## config.mk

```make
export PLATFORM = sky130hd
export DESIGN_NAME = uart_rx_os16
export DESIGN_NICKNAME = d
export VERILOG_FILES = /design/src/rtl/uart_rx_os16_pkg.sv /design/src/rtl/uart_os_tick_gen.sv /design/src/rtl/uart_rx_os16.sv
export SDC_FILE = /design/constraint.sdc
export NUM_CORES = 1
export LEC_CHECK = 0
export CAP_MARGIN = 5
export CORE_MARGIN = 1
export CORE_UTILIZATION = 40
export CTS_CLUSTER_DIAMETER = 80
export DETAILED_ROUTE_END_ITERATION = 10
export SLEW_MARGIN = 5
export SYNTH_ARGS = -nofsm -noshare
export SYNTH_HDL_FRONTEND = slang
export SYNTH_HIERARCHICAL = 1
export SYNTH_SLANG_ARGS = --single-unit
export TNS_END_PERCENT = 1
```

## constraint.sdc

```tcl
create_clock -name clk -period 1.4 [get_ports clk]
set_input_delay 0.42 -clock clk [delete_from_list [all_inputs] [get_ports clk]]
set_output_delay 0.42 -clock clk [all_outputs]
set_load 0.01 [all_outputs]
```

## src/rtl/uart_rx_os16_pkg.sv

```systemverilog
// Shared definitions for the 16x oversampling UART receiver: FSM states,
// sample positions within a bit, default tick-generator settings.
package uart_rx_os16_pkg;

   typedef enum logic [1:0] {
      IDLE  = 2'd0,
      START = 2'd1,
      DATA  = 2'd2,
      STOP  = 2'd3
   } state_t;

   localparam int unsigned OS   = 16;
   localparam int unsigned TC_W = $clog2(OS);

   localparam logic [TC_W-1:0] SAMPLE_A  = 4'd7;
   localparam logic [TC_W-1:0] SAMPLE_B  = 4'd8;
   localparam logic [TC_W-1:0] SAMPLE_C  = 4'd9;
   localparam logic [TC_W-1:0] LAST_TICK = 4'd15;

   localparam int unsigned ACC_W_DEF = 16;
   localparam int unsigned INC_DEF   = 7550;

   function automatic logic maj3(input logic a, input logic b, input logic c);
      return (a & b) | (a & c) | (b & c);
   endfunction

endpackage

```

## src/rtl/uart_os_tick_gen.sv

```systemverilog
// Fractional phase accumulator producing the 16x oversample tick;
// tick is the registered carry-out of the accumulator.
module uart_os_tick_gen
   import uart_rx_os16_pkg::*;
#(
   parameter int unsigned ACC_W = ACC_W_DEF,
   parameter int unsigned INC   = INC_DEF
) (
   input  logic clk,
   input  logic nrst,
   output logic tick
);

   logic [ACC_W-1:0] acc;
   logic [ACC_W:0]   sum;

   assign sum = {1'b0, acc} + (ACC_W+1)'(INC);

   always_ff @(posedge clk or negedge nrst) begin
      if (!nrst) begin
         acc  <= '0;
         tick <= 1'b0;
      end else begin
         acc  <= sum[ACC_W-1:0];
         tick <= sum[ACC_W];
      end
   end

endmodule

```

## src/rtl/uart_rx_os16.sv

```systemverilog
// 8N1 UART receive front end: start-glitch filter, 3-sample majority vote,
// framing/break detection and FIFO-write strobe with sticky overrun.
module uart_rx_os16
   import uart_rx_os16_pkg::*;
#(
   parameter int unsigned ACC_W = ACC_W_DEF,
   parameter int unsigned INC   = INC_DEF
) (
   input  logic       clk,
   input  logic       nrst,
   input  logic       rx,
   input  logic       fifo_full,
   input  logic       clr_overrun,
   output logic [7:0] data,
   output logic       valid,
   output logic       frame_err,
   output logic       break_det,
   output logic       overrun
);

   logic            tick;
   logic            rx_m, rx_s;
   state_t          state, state_nxt;
   logic [TC_W-1:0] tick_cnt;
   logic [2:0]      bit_cnt;
   logic [7:0]      shift;
   logic            armed;
   logic            s_a, s_b;
   logic            vote;

   logic            enter_start, arm_set, bit_clr, shift_en, bit_adv, stop_dec;

   uart_os_tick_gen #(
      .ACC_W (ACC_W),
      .INC   (INC)
   ) u_tick (
      .clk  (clk),
      .nrst (nrst),
      .tick (tick)
   );

   always_ff @(posedge clk or negedge nrst) begin
      if (!nrst) begin
         rx_m <= 1'b1;
         rx_s <= 1'b1;
      end else begin
         rx_m <= rx;
         rx_s <= rx_m;
      end
   end

   // Third sample is the live synchronised value, so the vote is ready at SAMPLE_C.
   assign vote = maj3(s_a, s_b, rx_s);

   always_ff @(posedge clk or negedge nrst) begin
      if (!nrst) state <= IDLE;
      else       state <= state_nxt;
   end

   always_comb begin
      state_nxt = state;
      if (tick) begin
         unique case (state)
            IDLE:  if (armed && !rx_s) state_nxt = START;
            START: begin
               if (tick_cnt == SAMPLE_C && vote) state_nxt = IDLE;
               else if (tick_cnt == LAST_TICK)   state_nxt = DATA;
            end
            DATA:  if (tick_cnt == LAST_TICK && bit_cnt == 3'd7) state_nxt = STOP;
            STOP:  if (tick_cnt == SAMPLE_C) state_nxt = IDLE;
            default: state_nxt = IDLE;
         endcase
      end
   end

   always_comb begin
      enter_start = 1'b0;
      arm_set     = 1'b0;
      bit_clr     = 1'b0;
      shift_en    = 1'b0;
      bit_adv     = 1'b0;
      stop_dec    = 1'b0;
      if (tick) begin
         unique case (state)
            IDLE: begin
               enter_start = armed && !rx_s;
               arm_set     = rx_s;
            end
            START: bit_clr = (tick_cnt == LAST_TICK);
            DATA: begin
               shift_en = (tick_cnt == SAMPLE_C);
               bit_adv  = (tick_cnt == LAST_TICK);
            end
            STOP: stop_dec = (tick_cnt == SAMPLE_C);
            default: ;
         endcase
      end
   end

   always_ff @(posedge clk or negedge nrst) begin
      if (!nrst) begin
         tick_cnt <= '0;
         bit_cnt  <= '0;
         shift    <= '0;
         armed    <= 1'b0;
         s_a      <= 1'b1;
         s_b      <= 1'b1;
      end else begin
         if (enter_start) tick_cnt <= '0;
         else if (tick)   tick_cnt <= tick_cnt + TC_W'(1);

         if (tick && tick_cnt == SAMPLE_A) s_a <= rx_s;
         if (tick && tick_cnt == SAMPLE_B) s_b <= rx_s;

         if (enter_start)  armed <= 1'b0;
         else if (arm_set) armed <= 1'b1;

         if (bit_clr)      bit_cnt <= '0;
         else if (bit_adv) bit_cnt <= bit_cnt + 3'd1;

         if (shift_en) shift <= {vote, shift[7:1]};
      end
   end

   always_ff @(posedge clk or negedge nrst) begin
      if (!nrst) begin
         data      <= '0;
         valid     <= 1'b0;
         frame_err <= 1'b0;
         break_det <= 1'b0;
         overrun   <= 1'b0;
      end else begin
         valid     <= stop_dec && vote && !fifo_full;
         frame_err <= stop_dec && !vote && (shift != 8'h00);
         break_det <= stop_dec && !vote && (shift == 8'h00);
         if (stop_dec && vote && !fifo_full) data <= shift;
         if (stop_dec && vote && fifo_full) overrun <= 1'b1;
         else if (clr_overrun)              overrun <= 1'b0;
      end
   end

endmodule

```

After elaboration in Yosys (flattened, before gate mapping)
Cells that the tools add are included.
W data, S select, Z words.
- $add $sub $neg: 3
- $mul: 0
- div/mod/pow operators: 0
- $lt $le $gt $ge: 0
- equal/unequal tests: 12
- shift operators: 0
- muxes and demuxes: 26
- bitwise operators: 5
- reductions and logical operators: 22
- operator list (kind ; count):
    $add A16 B13 Y17 const B ; 1
    $mux W1 ; 16
    $eq A4 B4 Y1 const B ; 3
    $logic_and A1 B1 Y1 ; 11
    $mux W2 ; 5
    $logic_not A8 Y1 ; 1
    $mux W4 ; 2
    $pmux W2 S4 ; 1
    $reduce_bool A2 Y1 ; 4
    $reduce_bool A8 Y1 ; 1
    $mux W3 ; 2
    $ne A2 B2 Y1 const B ; 3
    $reduce_and A5 Y1 ; 1
    $add A4 B1 Y4 const B ; 1
    $eq A2 B2 Y1 const B ; 2
    $eq A4 B3 Y1 const B ; 1
    $add A3 B1 Y3 const B ; 1
    $and A1 B1 Y1 ; 3
    $eq A3 B3 Y1 const B ; 1
    $logic_not A1 Y1 ; 3
    $ne A3 B3 Y1 const B ; 1
    $eq A2 B1 Y1 const B ; 1
    $logic_not A2 Y1 ; 1
    $or A1 B1 Y1 ; 2
- register bits: 51
- latch bits: 0
- memory bits (writable): 0
- bits in read-only memories: 0
- output and inout bits: 12
- memories: 0

Logic depth before layout (Yosys ltp)
- depth in word-level cells: 6
- mapped depth: 6
- gate-level depth less buffers: 5

Hierarchy
Netlist, hierarchy kept.
- modules (own cells, without submodules) (module ; times used ; cells each ; area an instance (sq um)):
    uart_rx_os16 ; 1 ; 120 ; 1549.0
    uart_os_tick_gen ; 1 ; 55 ; 688.2

Least setup slack after synthesis
Ideal clock, no wire load.
- path kind: reg-to-reg
- start point: register tick_cnt[1]
- end point: register shift[0]
- setup time: 125 ps
- arrival time: 1406 ps
- data required time: 1275 ps
- path slack: -130 ps
- stages on the path, launching flop included: 6
- buffers on the path: 0
- clock period less this slack: 1530 ps
- cell sequence: dfrtp_1 -> inv_1 -> ha_1 -> nand2b_2 -> nor4_4 -> mux2_2
- word-level cells in the longest chain between the ends: 3
- RTL lines (what ; line ; RTL):
    start, declared ; uart_rx_os16.sv:24 ; logic [TC_W-1:0] tick_cnt;
    start signal, assigned ; uart_rx_os16.sv:110 ; else if (tick) tick_cnt <= tick_cnt + TC_W'(1);
    $eq A4 B4 Y1 ; uart_rx_os16.sv:91 ; shift_en = (tick_cnt == SAMPLE_C);
    $mux W1 ; uart_rx_os16.sv:84 ; unique case (state)
    $mux W1 ; uart_rx_os16.sv:83 ; if (tick) begin
    end signal, assigned ; uart_rx_os16.sv:121 ; if (shift_en) shift <= {vote, shift[7:1]};
    end, declared ; uart_rx_os16.sv:26 ; logic [7:0] shift;
No other way between the ends.
A chain may end at the register's enable or synchronous reset.

Final worst setup path
- start point: register tick_cnt[1]
- end point: register data[4]
- word-level cells in the longest chain between the ends: 5
- RTL lines (what ; line ; RTL):
    $eq A4 B4 Y1 ; uart_rx_os16.sv:94 ; STOP: stop_dec = (tick_cnt == SAMPLE_C);
    $mux W1 ; uart_rx_os16.sv:84 ;
    $mux W1 ; uart_rx_os16.sv:83 ;
    $logic_and A1 B1 Y1 (2 in series) ; uart_rx_os16.sv:136 ; if (stop_dec && vote && !fifo_full) data <= shift;
    end signal, assigned ; uart_rx_os16.sv:136 ;
    end, declared ; uart_rx_os16.sv:14 ; output logic [7:0] data,
No other way between the ends.

==> flow_metrics.env <==
export IMPL_timing_final_crit_period_ns=1.55
export IMPL_grt_antenna_before_repair=0
export IMPL_synth_area_per_cell_sq_um=12.8
export IMPL_critical_path_cell_count=6
export IMPL_postSynthNetCount=186
export IMPL_placement_rows=26
export IMPL_clock_root_buffer="sky130_fd_sc_hd__clkbuf_8"
export IMPL_starting_drc_count_in_detailed_routing=47
export IMPL_regArea_sq_mm=0.00126
export IMPL_leading_cell_types_by_total_area_after_synthesis="sky130_fd_sc_hd__dfrtp_1 51%, sky130_fd_sc_hd__mux2_2 9.6%, sky130_fd_sc_hd__dfstp_2 4.7%"
export IMPL_rr_worst_depth=6
export IMPL_arrival_ns=1.75
export IMPL_worstReg2RegStart="tick_cnt[1]$_DFFE_PN0P_"
export IMPL_design_core_area_sq_mm=0.00524
export IMPL_detailroute_via_count=1453
export IMPL_fill_cells=437
export IMPL_stdcell_area_sq_mm=0.00290
export IMPL_dr_wl_met3_microns=105
export IMPL_dr_pass1_iters=4
export IMPL_slew_viol_final=0
export IMPL_required_arrival_time_at_the_worst_endpoint_ns=1.60
export IMPL_synth_top_cell_area_share_pct=51.5
export IMPL_synth_most_common_cell="sky130_fd_sc_hd__dfrtp_1"
export IMPL_areaGrowthSynthToFinish_pct=29.6
export IMPL_worst_path_largest_cell_delay_ns=0.39
export IMPL_yosys_register_bits=50
export IMPL_worst_clock_skew_ns=0.00638
export IMPL_launching_element_type_of_the_critical_path="flop"
export IMPL_timing_worst_slew_pin_value_ns=0.321
export IMPL_yosys_warnings=6
export IMPL_worst_slew_margin_rel_pct=78.4
export IMPL_yosysTopAreaCell="sky130_fd_sc_hd__dfrtp_1"
export IMPL_status="finished with violations"
export IMPL_startpoint="tick_cnt[1]$_DFFE_PN0P_"
export IMPL_met2_length_microns=2180
export IMPL_die_area_sq_mm=0.00590
export IMPL_post_route_drc_count=0
export IMPL_gr_total_overflow=0
export IMPL_total_leakage_power_nw=1.33
export IMPL_grtUsageTotal_pct=15.1
export IMPL_place_gp_congestion=0.792
export IMPL_worst_hold_slack_after_final_layout_ns=0.0884
export IMPL_cp_num_buf_inv=2
export IMPL_setup_ws_ns=-0.155
export IMPL_max_root_sink_buffers=2
export IMPL_synth_flop_cell="sky130_fd_sc_hd__dfrtp_1"
export IMPL_path_class="flop to flop"
export IMPL_async_sr_flop_fraction_pct=100
export IMPL_start_util_pct=42.7
export IMPL_layout_drive_gt1_share_pct=38.7
export IMPL_multi_input_area_sq_mm=0.00104
export IMPL_cts_hold_fix_buffers=0
export IMPL_dp_hpwl_microns=2910
export IMPL_fmax_ghz=0.643
export IMPL_die_span_in_y_microns=76.8
export IMPL_synth_sequential_area_ratio_pct=56.2
export IMPL_report_power_total_mw=2.42
export IMPL_reg2reg_slack_ns=-0.15
export IMPL_total_power_divided_by_cell_area_mw_per_mm2=835
export IMPL_netlist_cell_type_count=47
export IMPL_timing_critical_path_to_type="flop"
export IMPL_ant_nets=0
export IMPL_antennaDiodeCount=0
export IMPL_final_hold_viol_count=0
export IMPL_route_final_wire_length_microns=4160
export IMPL_tritoncts_num_buffers=5
export IMPL_num_io_pins=17
export IMPL_grt_pass1_vias=1528
export IMPL_holdCritPathClass="primary input to async pin"
export IMPL_utilization_pct=55.4
export IMPL_die_w_microns=76.8
export IMPL_worst_ir_drop_vdd_uv=486
export IMPL_worstSetupEndpoint="data[4]$_DFFE_PN0P_"
export IMPL_worstPathCellList="inv_2, ha_4, and4b_2, nand4bb_4, clkbuf_16, mux2_2"
export IMPL_synth_cell_area_sq_mm=0.00224
export IMPL_grt_start_max_net_pins=51
export IMPL_wl_per_cell_microns=14.5
export IMPL_number_of_flops_mapped_to_enable_cells_by_yosys=0
export IMPL_max_cap_viol_count=0
export IMPL_numPortBuffers=16
export IMPL_yosys_top_cells_count="46 x sky130_fd_sc_hd__dfrtp_1, 19 x sky130_fd_sc_hd__mux2_2, 10 x sky130_fd_sc_hd__inv_1, 7 x sky130_fd_sc_hd__nand2_1, 7 x sky130_fd_sc_hd__xnor2_1"
export IMPL_worst_skew_pair_late_latency_ns=0.30
export IMPL_failing_checks="negative setup slack"
export IMPL_viasPerCell=5.06
export IMPL_nNetsFinal=227
export IMPL_rsz0062_at_grt="yes"
export IMPL_final_period_utilization_pct=111
export IMPL_place_area_sq_mm=0.00263
export IMPL_worst_setup_hold_path_clk_slew_ns=0.09
export IMPL_count_of_clock_tree_sinks=50
export IMPL_m1_wl_microns=1810
export IMPL_tritoncts="built"
export IMPL_finalSetupViolations=22
export IMPL_htree_levels=2
export IMPL_r2r_end="data[4]$_DFFE_PN0P_"
export IMPL_pre_cts_slack_ns=-0.286
export IMPL_postSynthCellCount=175
export IMPL_crit_fanout=4
export IMPL_timing_critical_path_max_delay_family="simple AND/OR/NAND/NOR gates"
export IMPL_worst_path_cell_with_the_longest_stage_delay="sky130_fd_sc_hd__dfrtp_1"
export IMPL_wire_length_of_the_first_global_routing_pass_microns=6910
export IMPL_highest_layer="met4"
power by group:
group | leakage [nW] | internal [mW] | switching (mW) | total (mW)
clock network | 0.0478 | 0.407 | 0.470 | 0.877
registers | 0.629 | 1.45 | 0.00454 | 1.46
logic | 0.650 | 0.0391 | 0.0485 | 0.0876
logic make-up (layout without fill, tap and decap cells):
kind of cell | after synthesis | in the layout | share of synthesized area [%]
flops | 50 | 50 | 56.2
buf+inv | 16 | 58 | 3.58
fa+ha+maj | 7 | 7 | 3.80
compound gates | 24 | 24 | 8.11
simple gates | 45 | 45 | 13.3
xor+xnor | 13 | 13 | 5.09
mux | 20 | 20 | 10.0
layout make-up:
type                            instances  area share (%)
Clock inverter                          2           0.561
Inverter                               10            1.29
Tap cell                               70            3.02
Timing Repair Buffer                   40            13.1
Sequential cell                        50            43.3
Multi-Input combinational cell        109            35.9
Clock buffer                            6            2.85
metal layers:
| layer | vias up | GRT usage (%) |
|---|---|---|
| met2 | 15 | 26.3 |
| li1 | 699 | - |
| met4 | 0 | 6.73 |
| met3 | 7 | 3.69 |
| met5 | - | 0 |
| met1 | 732 | 17.4 |
cell usage in the layout, fill, tap and decap left out, types with 2 or more instances in the layout:
cell type and n:
sky130_fd_sc_hd__buf_6 2, sky130_fd_sc_hd__dfrtp_1 46, sky130_fd_sc_hd__nand2_1 7, sky130_fd_sc_hd__dfstp_2 4
sky130_fd_sc_hd__clkdlybuf4s15_1 10, sky130_fd_sc_hd__mux2_2 14, sky130_fd_sc_hd__nand2b_1 2, sky130_fd_sc_hd__buf_4 19
sky130_fd_sc_hd__o21ai_0 4, sky130_fd_sc_hd__inv_1 9, sky130_fd_sc_hd__mux2_4 5, sky130_fd_sc_hd__buf_12 2
sky130_fd_sc_hd__nor3_1 4, sky130_fd_sc_hd__a21oi_1 2, sky130_fd_sc_hd__xnor2_1 7, sky130_fd_sc_hd__clkbuf_8 6
sky130_fd_sc_hd__o211ai_1 2, sky130_fd_sc_hd__nor4_1 2, sky130_fd_sc_hd__nor2b_1 4, sky130_fd_sc_hd__nand3b_1 2
sky130_fd_sc_hd__nor2_1 5, sky130_fd_sc_hd__nand4_1 2, sky130_fd_sc_hd__xor2_1 6, sky130_fd_sc_hd__ha_4 2
sky130_fd_sc_hd__o2bb2ai_1 2, sky130_fd_sc_hd__nor4_4 2, sky130_fd_sc_hd__nor3b_2 2, sky130_fd_sc_hd__clkdlybuf4s50_1 3
sky130_fd_sc_hd__ha_1 3
sequential cells by signal, summed over array words and instances (netlist names), 3 cells and up, named ones only:
| name | count |
|---|---|
| shift | 8 |
| tick_cnt | 4 |
| u_tick/acc | 15 |
| bit_cnt | 3 |
| data | 8 |
through the flow:
step,TNS (ns),instances
floorplan,-1.92,175
global placement,-3.02,277
detailed placement,-3.56,277
CTS,-2.67,285
global route,-3.54,287
finish,-1.74,287
worst min path at each step:
| stage | slack, ns | end | startpoint | depth (start not counted) |
|---|---|---|---|---|
| floorplan | 0.12 | async pin | nrst | 0 |
| detailed placement | 0.35 | rx_s$_DFF_PN1_ | rx_m$_DFF_PN1_ | 0 |
| global route | 0.1 | break_det$_DFF_PN0_ | nrst | 2 |
| CTS | 0.09 | frame_err$_DFF_PN0_ | nrst | 2 |
| finish | 0.09 | async pin | nrst | 2 |
| global placement | 0.35 | rx_s$_DFF_PN1_ | rx_m$_DFF_PN1_ | 0 |
repair_timing:
action | 4_1_cts | 5_1_grt
gates resized for setup | 29 | 27
pin swaps | 1 | 7
endpoints found under the setup margin | 43 | 39
gates cloned | 0 | 1
endpoints found under the hold margin | 0 | 0
setup buffers | 0 | 1
No activity file was read; power rests on OpenSTA's default activity.
